===== config.mk =====
export PLATFORM = sky130hd
export DESIGN_NAME = prog_loader
export DESIGN_NICKNAME = d
export VERILOG_FILES = /design/src/rtl/prog_loader.sv
export SDC_FILE = /design/constraint.sdc
export NUM_CORES = 1
export LEC_CHECK = 0
export BUFFER_PORTS_ARGS = -buffer_cell sky130_fd_sc_hd__buf_2
export CELL_PAD_IN_SITES_DETAIL_PLACEMENT = 1
export CELL_PAD_IN_SITES_GLOBAL_PLACEMENT = 1
export CORE_MARGIN = 1.5
export CORE_UTILIZATION = 30
export DETAILED_ROUTE_END_ITERATION = 8
export PLACE_DENSITY_LB_ADDON = 0.12
export SLEW_MARGIN = 40
export SYNTH_ARGS = -nofsm -noshare
export SYNTH_HDL_FRONTEND = slang
export SYNTH_SLANG_ARGS = --single-unit

===== constraint.sdc =====
create_clock -name clk -period 2.5 [get_ports clk]
set_input_delay 0.5 -clock clk [delete_from_list [all_inputs] [get_ports clk]]
set_output_delay 0.5 -clock clk [all_outputs]
set_load 0.02 [all_outputs]

===== src/rtl/prog_loader.sv =====
// Boot/run sequencer: holds the CPU in reset, streams a host program into
// instruction memory, then releases the CPU, pulses start and holds enable.
module prog_loader #(
  parameter int ADDR_W = 8,
  parameter int DATA_W = 16
) (
  input  logic              clk,
  input  logic              rst,
  input  logic              load_req,
  input  logic [ADDR_W:0]   load_len,
  input  logic              run_req,
  input  logic              halt_req,
  input  logic              abort,
  input  logic              s_valid,
  input  logic [DATA_W-1:0] s_data,
  output logic              s_ready,
  output logic              i_we,
  output logic [ADDR_W-1:0] i_addr,
  output logic [DATA_W-1:0] i_dataout,
  output logic              cpu_rst,
  output logic              cpu_start,
  output logic              cpu_enable,
  output logic              busy,
  output logic              running,
  output logic              err
);

  typedef enum logic [2:0] {
    S_IDLE,
    S_LOAD,
    S_REL,
    S_START,
    S_RUN
  } state_t;

  localparam logic [ADDR_W:0] MAX_LEN = {1'b1, {ADDR_W{1'b0}}};
  localparam logic [ADDR_W:0] ONE_LEN = (ADDR_W+1)'(1);

  state_t            r_state;
  state_t            w_next;
  logic [ADDR_W-1:0] r_addr;
  logic [ADDR_W:0]   r_rem;
  logic              r_err;

  logic w_idle;
  logic w_load;
  logic w_len_ok;
  logic w_start_ld;
  logic w_bad_ld;
  logic w_hs;
  logic w_last;
  logic w_abort;

  assign w_idle     = (r_state == S_IDLE);
  assign w_load     = (r_state == S_LOAD);
  assign w_len_ok   = (load_len != '0) && (load_len <= MAX_LEN);
  assign w_start_ld = w_idle & load_req & w_len_ok;
  assign w_bad_ld   = w_idle & load_req & ~w_len_ok;
  assign w_hs       = w_load & s_valid & ~abort;
  assign w_last     = w_hs & (r_rem == ONE_LEN);
  assign w_abort    = w_load & abort;

  always_ff @(posedge clk or negedge rst) begin
    if (!rst) r_state <= S_IDLE;
    else      r_state <= w_next;
  end

  always_comb begin
    w_next = r_state;
    unique case (r_state)
      S_IDLE: begin
        if (load_req) begin
          if (w_len_ok) w_next = S_LOAD;
        end else if (run_req) begin
          w_next = S_REL;
        end
      end
      S_LOAD: begin
        if (abort)       w_next = S_IDLE;
        else if (w_last) w_next = S_REL;
      end
      S_REL:   w_next = S_START;
      S_START: w_next = S_RUN;
      S_RUN: begin
        if (halt_req) w_next = S_IDLE;
      end
      default: w_next = S_IDLE;
    endcase
  end

  always_ff @(posedge clk or negedge rst) begin
    if (!rst) begin
      r_addr <= '0;
      r_rem  <= '0;
      r_err  <= 1'b0;
    end else begin
      r_err <= w_bad_ld | w_abort;
      if (w_start_ld) begin
        r_addr <= '0;
        r_rem  <= load_len;
      end else if (w_hs) begin
        r_addr <= r_addr + ADDR_W'(1);
        r_rem  <= r_rem - ONE_LEN;
      end
    end
  end

  always_comb begin
    s_ready    = 1'b0;
    cpu_rst    = 1'b0;
    cpu_start  = 1'b0;
    cpu_enable = 1'b0;
    busy       = 1'b0;
    running    = 1'b0;
    unique case (r_state)
      S_IDLE: cpu_rst = 1'b1;
      S_LOAD: begin
        s_ready = 1'b1;
        cpu_rst = 1'b1;
        busy    = 1'b1;
      end
      S_REL: busy = 1'b1;
      S_START: begin
        cpu_start  = 1'b1;
        cpu_enable = 1'b1;
        busy       = 1'b1;
      end
      S_RUN: begin
        cpu_enable = 1'b1;
        running    = 1'b1;
      end
      default: cpu_rst = 1'b1;
    endcase
  end

  // memory write port is a straight pass-through of the accepted beat
  assign i_we      = w_hs;
  assign i_addr    = r_addr;
  assign i_dataout = w_load ? s_data : '0;
  assign err       = r_err;

endmodule


# --- Yosys cells after proc, flatten, opt, wreduce, memory -nomap -nowiden ---
# Index checks and enable logic that the tools add are counted.
word_totals:
  regBits: 21
  elab_cells: 52
op_classes:
  addsub: 2
  order_cmp: 1
  eq_ne: 9
  n_mux: 18
  bitwise: 10
  reduce_logical: 8
op_table:
  columns: ["cell", "count"]
  rows:
  - ["3-bit two-way mux", 6]
  - ["9-bit two-way mux", 2]
  - ["16-bit two-way mux", 1]
  - ["8-bit two-way mux", 2]
  - ["3-bit case mux with 5 select lines", 1]
  - ["9-bit by 1-bit equality test with 1-bit output, second input constant", 1]
  - ["9-bit less-or-equal comparator, second input constant", 1]
  - ["9-bit nonzero test", 1]
  - ["9-bit by 1-bit subtractor with 9-bit output, second input constant", 1]
  - ["8-bit by 1-bit adder with 8-bit output, second input constant", 1]
  - ["1-bit AND", 7]
  - ["3-bit by 2-bit equality test with 1-bit output, second input constant", 2]
  - ["1-bit two-way mux", 6]
  - ["3-bit by 2-bit != test with 1-bit output, second input constant", 2]
  - ["3-bit OR reduction", 2]
  - ["4-bit AND reduction", 1]
  - ["3-bit by 1-bit equality test with 1-bit output, second input constant", 1]
  - ["3-bit equality test, second input constant", 1]
  - ["3-bit zero test", 1]
  - ["3-bit != test, second input constant", 1]
  - ["2-bit != test, second input constant", 1]
  - ["1-bit inverter", 2]
  - ["2-bit nonzero test", 1]
  - ["2-bit OR reduction", 1]
  - ["2 further kinds", 2]

# --- Depth between registers and ports, before layout ---
# Gate-level depths: netlist (run 1).
logic_depth:
  word_depth: 7
  depth_mapped: 6
  mapped_depth_nobuf: 6

# --- Least setup slack after synthesis (run 1) ---
# OpenSTA, ideal clock, no wires.
synth_timing:
  path_type: "reg2out"
  startpoint: "register r_state[2]"
  endpoint: "output port i_dataout[10]"
  t_arrival_ns: 1.715
  required_ns: 2.000
  setup_slack_ns: 0.285
  stages_incl_launch_ff: 5
  cell_sequence: "dfrtp_1 > clkbuf_1 > nor3b_1 > clkbuf_1 > and2_1"
synth_via:
  elab_chain_cells: 2
synth_rtl:
  columns: ["element", "line", "source"]
  rows:
  - ["from (decl)", "39", "state_t r_state;"]
  - ["from (signal assigned)", "65", "else r_state <= w_next;"]
  - ["3-bit by 1-bit equality test with 1-bit output", "55", "assign w_load = (r_state == S_LOAD);"]
  - ["16-bit two-way mux", "139", "assign i_dataout = w_load ? s_data : '0;"]
  - ["to (decl)", "19", "output logic [DATA_W-1:0] i_dataout,"]
# No other way between the ends.

# --- Final worst setup path (run 1) ---
layout_timing:
  startpoint: "register r_state[2]"
  endpoint: "output port i_we"
layout_via:
  elab_chain_cells: 3
layout_rtl:
  columns: ["element", "line", "source"]
  rows:
  - ["3-bit by 1-bit equality test with 1-bit output", "55", null]
  - ["1-bit AND (2 in series)", "59", "assign w_hs = w_load & s_valid & ~abort;"]
  - ["to (decl)", "17", "output logic i_we,"]
# No other way between the ends.

==> results of run 1 <==
-- flip-flops by register name (all words and copies together) (netlist names) --
signal,cells
r_rem,9
err,1
r_state,3
i_addr,8
-- synth_stat cells, types with 2 or more instances --
master and count:
nand2b_1 2, o311ai_1 4, o21ai_0 4, and4_1 2, inv_1 8, buf_2 3
clkbuf_1 5, nor4_1 2, nor4b_2 2, and2_1 19, nor3_1 6, or4_4 2
o21ai_1 2, nand2_1 10, a21oi_1 3, o211ai_1 3, xor2_1 6, ha_1 3
xnor2_1 4, nor2_1 14, nor3b_1 3, nor3_4 2, dfrtp_1 21, nand3_1 8
nand4_1 6, o21a_4 2
-- how the worst max path moves through the flow --
stage / slack [ps] / endpoint / start
after floorplan: 290 / i_dataout[10] / r_state[2]$_DFFE_PN0P_
after global placement: 420 / r_rem[7]$_DFFE_PN0P_ / load_len[4]
after detailed placement: 390 / r_rem[1]$_DFFE_PN0P_ / load_len[4]
after CTS: 320 / i_we / r_state[2]$_DFFE_PN0P_
after global routing: 220 / i_we / r_state[0]$_DFFE_PN0P_
final: 350 / i_we / r_state[2]$_DFFE_PN0P_
-- cell type report --
cell class / count / area [um2]
Multi-Input combinational cell: 126 / 885
Inverter: 8 / 30.0
Fill cell: 598 / 2840
Sequential cell: 21 / 526
Timing Repair Buffer: 67 / 345
Clock buffer: 4 / 45.0
Tap cell: 67 / 83.8
-- layer usage --
metal	track usage, %	share of wire [%]	vias to the layer above
li1	-	-	713
met1	23.0	45	713
met2	28.9	51	38
met3	2.47	3.2	3
met4	6.29	0.94	0
met5	0	0	-
-- kinds of logic after synthesis --
| kind of cell | count (synthesis) | synth area share (%) |
|---|---|---|
| xor+xnor | 10 | 5.91 |
| compound gates | 29 | 15.3 |
| buf+inv | 17 | 4.81 |
| flops | 21 | 35.5 |
| simple gates | 83 | 35.2 |
| fa+ha+maj | 3 | 2.53 |
| mux | 1 | 0.760 |
-- layout by cell type (no fill, tap or decap), types with 2 or more instances in the layout --
| cell | n |
|---|---|
| nand2_1 | 10 |
| or4_4 | 2 |
| o311ai_1 | 4 |
| o21a_4 | 2 |
| nor4_1 | 2 |
| and2_1 | 19 |
| nor3_1 | 6 |
| o211ai_1 | 3 |
| o21ai_1 | 2 |
| buf_2 | 63 |
| nand2b_1 | 2 |
| buf_4 | 4 |
| nor3b_1 | 3 |
| ha_1 | 3 |
| inv_1 | 8 |
| xnor2_1 | 4 |
| dfrtp_1 | 21 |
| and4_1 | 2 |
| nor3_4 | 2 |
| o21ai_0 | 4 |
| nor2_1 | 14 |
| clkbuf_8 | 3 |
| nor4b_2 | 2 |
| xor2_1 | 6 |
| nand3_1 | 8 |
| a21oi_1 | 3 |
| nand4_1 | 6 |
-- power groups by stage --
stage	registers, mW	logic, mW	clock network [mW]
3_5_place_dp	0.629	1.03	0
6_report	0.619	1.02	0.242
4_1_cts	0.622	1.03	0.241
2_1_floorplan	0.567	0.755	0
3_3_place_gp	0.622	0.995	0
5_1_grt	0.651	1.13	0.255
-- through the flow --
step	utilization [%]	hold WS [ps]	setup WS (ps)
floorplan	-	204	285
global placement	39.3	496	419
detailed placement	39.3	501	389
CTS	40.3	204	323
global route	40.3	212	219
finish	40.3	175	352
==> impl_metrics.toml, run 1 <==
[global_route]
antenna_found_initial = 0
grt_max_degree = 22
grt_use_total_pct = 17.4
grt-ovfl-total = 0
grt_first_pass_wirelength_um = 7170
grt_pass1_vias = 1495

[synthesis]
yosys-top-cells-area = "dfrtp_1 (35%), and2_1 (8.0%), nor2_1 (3.5%)"
yosysSeqAreaShare_pct = 35.5
ys_ff_latch = 21
dominantRegCellSynth = "dfrtp_1"
yosys_warnings = 0
ys_types = 44
syn_nets = 199
synth_top_area_cell = "dfrtp_1"
syn_area_mm2 = 0.00148
syn_area_per_cell_um2 = 9.03
synth_edf_count = 0
yosysTopAreaCellShare_pct = 35.5
synthCells = 164
ys_async_sr_fraction_pct = 100

[setup_path]
critical_path_peak_fanout = 11
r2r_slack_ps = 550
crit_required_ps = 2000
timing.rr.end = "r_rem[7]$_DFFE_PN0P_"
crit_slowest_cell = "dfrtp_1"
crit_buf_inv = 2
cp_top_family = "flip-flops"
worstReg2RegStart = "r_state[2]$_DFFE_PN0P_"
cp-end-kind = "output port"
path_cells = "nor4b_2, nand2_1, inv_1, buf_2"
path_depth = 4
worstRegToRegCells = 3
arrival_ps = 1650
path_class = "flop to output port"
crit_path_start_kind = "flop"
cp_slowest_stage_delay_ps = 500

[timing]
worstMarginPinSlew_ps = 674
fin_crit_sh_pct = 85.9
clock.fmax_mhz = 466
fin_tns_setup_ps = 0
fin_skew_ps = 4.31
slew_viol_final = 0
setup_viol = 0
finalHoldViolCount = 0
period_needed_ps = 2150
rsz0062_at_grt = "no"
relSlewSlack_pct = 55.0

[die]
die_area_mm2 = 0.00537
fp.dieH_um = 73.3
num_rows = 25
ios = 64
start_util_pct = 31.2
fp.coreArea_mm2 = 0.00475
die_w_um = 73.3

[flow_run]
cap_violations = 0

[power_and_ir_drop]
comb_power_share_pct = 54.2
leakage_nw = 0.963
pwr-share-clk_pct = 12.9
switching_share_pct = 47.4
internal_power_mw = 0.988
p_per_area_mw_per_mm2 = 981
power.total_mw = 1.88
power_switching_mw = 0.890
seqPwrFrac_pct = 33.0
irDropWorstVdd_v = 0.000380

[placement]
numPortBuffers = 63
dp_cells = 289
gp_congestion = 0.817
dpl.hpwl_um = 3440
place_area_mm2 = 0.00187

[clock_network]
post_cts_buffers = 0
htreeDepth = 1
cts-resized-gates = 0
ctsHoldBuffers = 0
clk_latency_ps = 280
numClockSinks = 21
cts-root-buf = "clkbuf_8"
cts_tree = "built"
numCtsBuffers = 3
clk_pin_slew_worst_paths_ps = 80
cts_buffer_depth = 2

[finish]
areaGrowthSynthToFinish_pct = 29.2
nets = 262
drive_gt1_share_pct = 35.0
final_cells = 293
design_area_mm2 = 0.00191
diodes = 0

[route]
vias = 1467
drtPass1Iterations = 4
routed_wl_um = 4380
wl_per_cell_um = 14.9
drt-initial-drc-count = 39
drc_errors = 0
antenna_left = 0
vias_per_cell = 5.01

[run_status]
status = "complete, no violations"

[worst_hold_path]
hp-class = "input pin to asynchronous set/reset pin"
(Power assumes the default switching activity.)
==> run 2: changes to the inputs <==
Settings changed: ABC_AREA set to 1.
==> impl_metrics.toml, run 2 <==
[worst_hold_path]
hp-class = "input pin to asynchronous set/reset pin"

[run_status]
status = "complete, no violations"

[route]
vias = 1655
vias_per_cell = 4.51
drt-initial-drc-count = 63
routed_wl_um = 4260
wl_per_cell_um = 11.6
drtPass1Iterations = 4
antenna_left = 0
drc_errors = 0

[clock_network]
cts_buffer_depth = 2
clk_pin_slew_worst_paths_ps = 80
htreeDepth = 1
cts_tree = "built"
post_cts_buffers = 0
ctsHoldBuffers = 0
clk_latency_ps = 260
numClockSinks = 21
cts-root-buf = "clkbuf_8"
cts-resized-gates = 0
numCtsBuffers = 3

[global_route]
grt_max_degree = 22
grt-ovfl-total = 0
grt_use_total_pct = 15.7
grt_pass1_vias = 1633
grt_first_pass_wirelength_um = 7670
antenna_found_initial = 0

[synthesis]
synthTopCellsByCount = "nand2_1 (50), nor2_1 (38), inv_1 (34)"
yosysTopAreaCellShare_pct = 32.8
yosys-top-cells-area = "dfrtp_1 (33%), nand2_1 (12%), nand3_1 (9.7%)"
syn_area_mm2 = 0.00160
dominantRegCellSynth = "dfrtp_1"
syn_nets = 270
synthCells = 235
ys_async_sr_fraction_pct = 100
yosys_warnings = 0
synth_edf_count = 0
yosysMostFrequentCell = "nand2_1"
synth_top_area_cell = "dfrtp_1"
syn_area_per_cell_um2 = 6.82
ys_ff_latch = 21
ys_types = 29
yosysSeqAreaShare_pct = 32.8

[setup_path]
path_class = "flop to output port"
crit_path_start_kind = "flop"
crit_required_ps = 2000
path_cells = "inv_2, nand3_2, nor2_1, buf_2"
critical_path_peak_fanout = 17
cp-end-kind = "output port"
crit_slowest_cell = "dfrtp_1"
arrival_ps = 1440
cp_slowest_stage_delay_ps = 410

[die]
die_area_mm2 = 0.00579
num_rows = 26
fp.coreArea_mm2 = 0.00514
fp.dieH_um = 76.1
start_util_pct = 31.2
die_w_um = 76.1
ios = 64

[timing]
finalHoldViolCount = 0
relSlewSlack_pct = 64.5
setup_viol = 0
fin_crit_sh_pct = 77.7
rsz0062_at_grt = "no"
clock.fmax_mhz = 515
worstMarginPinSlew_ps = 533
slew_viol_final = 0
setup_ws_ps = 558
fin_skew_ps = 3.37
period_needed_ps = 1940
fin_tns_setup_ps = 0

[finish]
nets = 333
diodes = 0
largest_reg_flops = 9
largest-register = "r_rem"
final_cells = 367
areaGrowthSynthToFinish_pct = 25.1
drive_gt1_share_pct = 30.0
final_cell_mix = "buf_2 (63), nand2_1 (50), nor2_1 (38)"
layout_commonest_cell = "buf_2"
final_util_pct = 39.0

[flow_run]
cap_violations = 0

[placement]
numPortBuffers = 63
gp_congestion = 0.706
dp_cells = 363
dpl.hpwl_um = 3390
pre_cts_slack_ps = 705

[power_and_ir_drop]
irDropWorstVdd_v = 0.000294
power.total_mw = 1.85
leakage_nw = 1.17
p_per_area_mw_per_mm2 = 924
[run 2: report_power, final]
part	switching (mW)	leakage, nW	internal [mW]
registers	0.107	0.274	0.448
logic	0.712	0.876	0.356
clock network	0.115	0.0228	0.114
[run 2: stage by stage]
| stage | hold slack, ps | cell area [um2] |
|---|---|---|
| finish | 208 | 2000 |
| global route | 233 | 2000 |
| CTS | 218 | 2000 |
| detailed placement | 508 | 1960 |
| global placement | 509 | 1960 |
| floorplan | 204 | 1600 |
[run 2: kinds of logic (layout without fill, tap and decap cells)]
family	after synthesis	count (layout)	share of synthesized area, %
AOI/OAI and AO/OA	11	11	4.53
and+or+nand+nor	152	152	45.6
adders and majority gates	3	3	2.34
DFF	21	21	32.8
xor gates and xnor gates	5	5	2.73
buffers and inverters	43	105	12.0
[run 2: worst max-delay path: cells and delay by family, from the launching register on]
| kind | cells | cell delay, ps |
|---|---|---|
| buffers and inverters | 2 | 300 |
| flip-flops | 1 | 410 |
| AND/OR/NAND/NOR | 2 | 470 |
[run 2: cell type report]
class / instances / area, um2
Fill cell: 690 / 3140
Multi-Input combinational cell: 171 / 885
Sequential cell: 21 / 526
Timing Repair Buffer: 64 / 323
Inverter: 37 / 139
Tap cell: 70 / 87.6
Clock buffer: 4 / 45.0
[run 2: per-layer routing]
metal  GRT usage [%]  vias to the layer above  part of all wire [%]
met3            2.63                        4                   6.0
li1                -                      864                     -
met4            3.33                        0                  0.78
met2            25.7                       45                    44
met1            21.7                      742                    49
met5               0                        -                     0
[run 2: worst paths after layout]
kind / slack (ps) / end / startpoint / depth (start not counted)
worst max register to register: 750 / i_addr[4]$_DFFE_PN0P_ / r_state[2]$_DFFE_PN0P_ / 8
worst min-delay path: 210 / i_addr[2]$_DFFE_PN0P_ / rst / 1
worst max-delay path: 560 / i_dataout[12] / r_state[2]$_DFFE_PN0P_ / 4
min in group clk: 490 / r_state[2]$_DFFE_PN0P_ / halt_req / 4
max in group asynchronous: 1930 / r_rem[4]$_DFFE_PN0P_ / rst / 1
worst min register to register: 550 / r_rem[7]$_DFFE_PN0P_ / r_rem[7]$_DFFE_PN0P_ / 2
